[src/rtl/shift_right_unit_pkg.sv]
// Shared constants and state encoding for the iterative right-shift unit.
package shift_right_unit_pkg;

  localparam int DATA_W  = 32;
  localparam int SHAMT_W = 5;
  localparam int STAGES  = 5;
  localparam int CNT_W   = 3;

  typedef enum logic [1:0] {
    IDLE  = 2'd0,
    SHIFT = 2'd1,
    DONE  = 2'd2
  } state_t;

endpackage

[src/rtl/shift_right_unit_sr_stage.sv]
// One barrel-shifter stage: shift by 16>>sel when enabled, filling vacated bits with fill.
module sr_stage
  import shift_right_unit_pkg::*;
(
  input  logic [DATA_W-1:0] value,
  input  logic [CNT_W-1:0]  sel,
  input  logic              en,
  input  logic              fill,
  output logic [DATA_W-1:0] shifted
);

  logic [SHAMT_W-1:0]      amount;
  logic signed [DATA_W:0]  ext;

  // Prepending the fill bit and shifting arithmetically replicates it into the vacated bits.
  always_comb begin
    amount  = 5'd16 >> sel;
    ext     = $signed({fill, value});
    shifted = en ? DATA_W'(ext >>> amount) : value;
  end

endmodule

[src/rtl/shift_right_unit.sv]
// Multi-cycle right shifter: five fixed stages (16,8,4,2,1), one per clock, fixed latency.
module shift_right_unit
  import shift_right_unit_pkg::*;
(
  input  logic                clock,
  input  logic                reset,
  input  logic                start,
  input  logic [DATA_W-1:0]   data_in,
  input  logic [SHAMT_W-1:0]  shamt,
  input  logic                arith,
  output logic [DATA_W-1:0]   result,
  output logic                ready,
  output logic                done
);

  state_t              state, state_next;
  logic [CNT_W-1:0]    count;
  logic [DATA_W-1:0]   work;
  logic [SHAMT_W-1:0]  amount;
  logic                mode;
  logic [CNT_W-1:0]    bit_idx;
  logic                stage_en;
  logic                fill;
  logic [DATA_W-1:0]   stage_out;

  // Stage k consumes shamt bit (4-k), so the largest shift is applied first.
  assign bit_idx  = CNT_W'(STAGES - 1) - count;
  assign stage_en = amount[bit_idx];
  assign fill     = mode & work[DATA_W-1];

  sr_stage u_stage (
    .value   (work),
    .sel     (count),
    .en      (stage_en),
    .fill    (fill),
    .shifted (stage_out)
  );

  always_ff @(posedge clock) begin
    if (reset) begin
      state  <= IDLE;
      count  <= '0;
      work   <= '0;
      amount <= '0;
      mode   <= 1'b0;
    end else begin
      state <= state_next;
      case (state)
        IDLE: begin
          if (start) begin
            work   <= data_in;
            amount <= shamt;
            mode   <= arith;
            count  <= '0;
          end
        end
        SHIFT: begin
          work  <= stage_out;
          count <= count + CNT_W'(1);
        end
        default: ;
      endcase
    end
  end

  always_comb begin
    state_next = state;
    ready      = 1'b0;
    done       = 1'b0;
    case (state)
      IDLE: begin
        ready = 1'b1;
        if (start) state_next = SHIFT;
      end
      SHIFT: begin
        if (count == CNT_W'(STAGES - 1)) state_next = DONE;
      end
      DONE: begin
        done       = 1'b1;
        state_next = IDLE;
      end
      default: state_next = IDLE;
    endcase
  end

  assign result = work;

endmodule

[config.mk]
export PLATFORM = sky130hd
export DESIGN_NAME = shift_right_unit
export DESIGN_NICKNAME = d
export VERILOG_FILES = /design/src/rtl/shift_right_unit_pkg.sv /design/src/rtl/shift_right_unit_sr_stage.sv /design/src/rtl/shift_right_unit.sv
export SDC_FILE = /design/constraint.sdc
export NUM_CORES = 1
export LEC_CHECK = 0
export CAP_MARGIN = 30
export CORE_MARGIN = 3
export CORE_UTILIZATION = 37
export DETAILED_ROUTE_END_ITERATION = 12
export GPL_TIMING_DRIVEN = 1
export PLACE_DENSITY = 0.68
export SLEW_MARGIN = 0
export SYNTH_ARGS = -nofsm -noshare
export SYNTH_HDL_FRONTEND = slang
export SYNTH_SLANG_ARGS = --single-unit
[constraint.sdc]
create_clock -name clock -period 3.1 [get_ports clock]
set_input_delay 0.31 -clock clock [delete_from_list [all_inputs] [get_ports clock]]
set_output_delay 0.31 -clock clock [all_outputs]
set_load 0.02 [all_outputs]
# After elaboration in Yosys (flattened, before gate mapping)

Cells that the tools add are included.
W data, S select, Z words.

Eq/ne operators: 6
$add $sub $neg: 2
Reductions and logical operators: 6
Magnitude comparators: 1
Bitwise operators: 1
Shifts and indexed selects: 2
Muxes and demuxes: 12

Operator list:

| operator              | number |
|---|---|
| $mux W32              | 2 |
| $pmux W32 S2          | 1 |
| $sshr A33 B5 Y32      | 1 |
| $pmux W3 S2           | 1 |
| $reduce_and A2 Y1     | 3 |
| $shr A5 B3 Y5 const A | 1 |
| $lt A3 B4 Y1 const B  | 1 |
| $mux W2               | 2 |
| $ne A2 B2 Y1 const B  | 2 |
| $pmux W2 S2           | 1 |
| $add A3 B1 Y3 const B | 1 |
| $bmux W1 S3           | 1 |
| $eq A3 B3 Y1 const B  | 1 |
| $mux W1               | 3 |
| $mux W3               | 1 |
| $reduce_and A3 Y1     | 1 |
| $sub A3 B3 Y3 const A | 1 |
| $eq A2 B1 Y1 const B  | 1 |
| $eq A2 B2 Y1 const B  | 1 |
| $logic_not A2 Y1      | 1 |
| $ne A2 B1 Y1 const B  | 1 |
| $reduce_bool A2 Y1    | 1 |
| $and A1 B1 Y1         | 1 |

Flip-flop bits (word level): 43
Logic and storage cells: 35

# Logic depth before layout (Yosys ltp)

Depth after elaboration: 5
Depth in mapped cells: 13
Depth with buffers taken out: 9

# Cells and area by module

Synthesis repeated with hierarchy kept, for this count alone.

Cell total of the unflattened synthesis: 472
Area total of the unflattened synthesis: 3921.3 µm²

By module, submodules not included:

| module           | area an instance (µm²) | cells an instance | seq. area each (µm²) | instances |
|---|---|---|---|---|
| shift_right_unit | 2120.8                 | 201               | 860.8                | 1 |
| sr_stage         | 1800.5                 | 271               | 0.0                  | 1 |

# Worst setup path before layout

OpenSTA, ideal clock, no wires.

Path type: reg-to-reg
Start point: reg count[0]
End point: reg work[7] (netlist: result[7])
Required time: 2964 ps
Path buffers: 1
Stages on the path, launching flop included: 10
Period minus slack after synthesis: 2379 ps
Setup slack: 721 ps
Data arrival time: 2243 ps
Cell sequence: dfxtp_1 -> inv_1 -> ha_1 -> ha_1 -> buf_4 -> mux2_2 -> a222oi_1 -> mux2i_1 -> a211oi_1 -> o32ai_1

Longest elaborated chain between the ends: 5
Elaborated cells between the ends (all ways): 9
Those cells by class: 1 x add/sub; 1 x eq/ne; 2 x shift; 4 x mux; 1 x reduce/logical

Ends and longest elaborated chain:

| element                       | RTL line               | text |
|---|---|---|
| from (decl)                   | shift_right_unit.sv:17 | `logic [CNT_W-1:0] count;` |
| from (signal assigned)        | shift_right_unit.sv:59 | `count <= count + CNT_W'(1);` |
| $sub A3 B3 Y3                 | shift_right_unit.sv:27 | `assign bit_idx = CNT_W'(STAGES - 1) - count;` |
| $bmux W1 S3                   | shift_right_unit.sv:28 | `assign stage_en = amount[bit_idx];` |
| $mux W1 (implied by the code) | shift_right_unit.sv:28 |  |
| $ne A2 B1 Y1 (no line)        | -                      |  |
| $reduce_and A3 Y1 (no line)   | -                      |  |
| to (signal assigned)          | shift_right_unit.sv:51 | `work <= data_in;` |
| to (signal assigned)          | shift_right_unit.sv:58 | `work <= stage_out;` |
| to (decl)                     | shift_right_unit.sv:18 | `logic [DATA_W-1:0] work;` |

Parallel ways exist; a longest one is shown, timed or not. The select of a mux whose other input is x is not followed.
A chain may end at the register's enable or synchronous reset.

# Worst setup path after layout

Start point: reg count[0]
End point: reg work[0] (netlist: result[0])

The elaborated chain is that of the path after synthesis.

==> reports/metrics.yaml <==
status:
  status: "complete, no violations"
final_layout:
  antenna_cells: 0
  final_nets: 615
  final_cell_mix: "74 x clkdlybuf4s50_1, 51 x nor2_1, 51 x nand2_1"
  final_layout_size_suffix_gt1_share_pct: 17.1
  area_growth_pct: 27.0
  final_area_um2: 4960
  layout.cells.most_common: "clkdlybuf4s50_1"
floorplan:
  rows: 36
  die_h_um: 109
  core_area_um2: 10000
  start_util_pct: 39.1
  die_area_um2: 11800
  io_pins: 75
  die_w_um: 109
timing:
  rsz0062_at_grt: "false"
  slew_headroom_pct: 50.2
  tns_ns: 0
  period_share_pct: 94.4
  fin_skew_ns: 0.0121
  tightest_slew_ns: 0.744
  holdWs_ns: 0.492
  max_freq_mhz: 342
  hold_viol: 0
  drv_slew: 0
  setup_violations: 0
  min_period_ns: 2.93
setup_path:
  critical_path_class: "register to register"
  critPathMaxFanout: 10
  cp_data_required_time_ns: 3.30
  start_kind: "register"
  r2r-start: "count[0]$_SDFFE_PP0P_"
  r2r_end: "result[0]$_SDFFE_PP0P_"
  end_kind: "register"
  cp.arrival_ns: 3.13
  r2r_cells: 9
  ff2ff_setup_slack_ns: 0.17
yosys:
  syn-instance-count: 490
  yosysWarnings: 0
  netlist_area_um2: 3910
  synthDistinctLibCells: 65
  synth_edf_count: 0
  ys_async_sr_fraction_pct: 0
  synth-seq-cells: 43
  syn_nets: 539
  synth_area_per_cell_um2: 7.97
  ys_seq_area_share_pct: 22.0
  synthFlopType: "dfxtp_1"
grt:
  grt_first_pass_wirelength_um: 23500
  antenna_found_initial: 0
  grt_util_all_layers_pct: 25.9
  grt-ovfl-total: 0
  grt_pass1_vias: 4180
  grt_max_degree: 26
clock_tree:
  root_buffer: "clkbuf_8"
  cts_hold_buf: 0
  clock_sinks: 43
  clkTransAtPathRegs_ns: 0.10
  cts_setup_buffers: 0
  cts_buffers: 5
  cts_max_level: 2
  cts_max_path_buffers: 2
  cts_tree: "yes"
  ctsResizeCount: 0
  clk_latency_ns: 0.31
placement:
  post-dp-hpwl_um: 11700
  globalplace.congestion: 0.994
  portBuffers: 74
  postPlaceCellArea_um2: 4860
route:
  drc: 0
  wire_per_inst_um: 21.8
  viasPerCell: 6.16
  firstDrtPassIters: 5
  wl_um: 15200
  vias: 4312
  drtIter0Drc: 359
  drtAntennaViolNets: 0
min_path:
  holdPathEnd: "result[5]$_SDFFE_PP0P_"
  hp-start: "result[5]$_SDFFE_PP0P_"
  holdPathStages: 2
  hp-class: "register to register"
pwr:
  power_per_cell_area_nw_per_um2: 385
  p_leak_nw: 1.74
  finalPower_mw: 1.91
  ir_drop_mv: 0.164
run:
  cap_violations: 0
## per-stage QoR
step	util, %	std cells	setup WS (ns)
after CTS	49.6	700	0.111
final	49.6	700	0.174
after global placement	48.6	692	0.220
after floorplan	-	490	0.721
after global routing	49.6	700	0.0218
after detailed placement	48.6	692	0.148
## worst max path at each step
stage,startpoint,cells after the start,to,slack (ns)
after floorplan,count[0]$_SDFFE_PP0P_,9,result[7]$_SDFFE_PP0P_,0.72
after global placement,count[0]$_SDFFE_PP0P_,8,result[5]$_SDFFE_PP0P_,0.22
after detailed placement,count[0]$_SDFFE_PP0P_,9,result[0]$_SDFFE_PP0P_,0.15
after CTS,count[0]$_SDFFE_PP0P_,9,result[0]$_SDFFE_PP0P_,0.11
after global routing,count[0]$_SDFFE_PP0P_,8,result[7]$_SDFFE_PP0P_,0.02
final,count[0]$_SDFFE_PP0P_,9,result[0]$_SDFFE_PP0P_,0.17
## metal layers
| metal | routed length (um) | up-vias | GRT usage, % |
|---|---|---|---|
| met3 | 1260 | 29 | 4.03 |
| met4 | 359 | 0 | 9.02 |
| li1 | - | 1993 | - |
| met5 | 0 | - | 0 |
| met2 | 6710 | 226 | 39.5 |
| met1 | 6910 | 2064 | 36.9 |
## power by group
part / leakage [nW] / internal, mW / switching (mW)
logic: 1.34 / 0.350 / 0.441
clock network: 0.0474 / 0.183 / 0.239
registers: 0.354 / 0.607 / 0.0886
## kinds of logic after synthesis
family	synth area share (%)
and+or+nand+nor	19.6
AOI/OAI and AO/OA	28.6
muxes	19.9
buffers and inverters	7.27
DFF	22.0
adders and majority gates	2.56
## registers in the layout, summed over array words and instances, names as in the netlist
register	flops
result	32
state	2
amount	5
count	3
mode	1
## critical path: stages (launching register included)
cell	delay (ns)
dfxtp_1	0.38
inv_1	0.14
ha_1	0.27
ha_2	0.39
mux2i_1	0.37
o22ai_1	0.15
a311oi_2	0.54
mux2i_1	0.23
a32oi_1	0.26
nand2_1	0.08
## synthesized netlist by cell type, drive strengths merged, types with 3 or more instances
cell / count / area share [%]
a21oi: 37 / 4.7
mux4: 8 / 4.6
nand3b: 4 / 0.77
clkbuf: 21 / 2.0
ha: 8 / 2.6
a221oi: 8 / 2.4
o32ai: 3 / 0.67
nand2b: 4 / 0.64
o211ai: 9 / 1.7
o221ai: 5 / 1.1
a222oi: 4 / 1.0
o221a: 4 / 1.2
dfxtp: 43 / 22
mux2i: 37 / 9.5
and2: 5 / 0.80
nor2b: 8 / 1.3
o22ai: 7 / 1.1
nand2: 51 / 4.9
o21ai: 36 / 4.6
mux2: 20 / 5.8
a211oi: 11 / 2.1
o2111ai: 3 / 0.67
o41ai: 3 / 1.1
nor2: 52 / 5.2
buf: 22 / 4.3
inv: 9 / 0.86
a31oi: 3 / 0.48
nand4: 3 / 0.48
a2111oi: 3 / 0.83
nor3: 20 / 2.7
nand3: 9 / 1.2
## final cells by class
cell class                      instances  area, um^2
Clock inverter                          2        16.3
Fill cell                             993        5040
Timing Repair Buffer                  112        1030
Multi-Input combinational cell        394        2770
Clock buffer                            6        82.6
Sequential cell                        43         861
Inverter                               10        37.5
Tap cell                              133         166
Note: power is estimated with default switching activity, not from simulation.
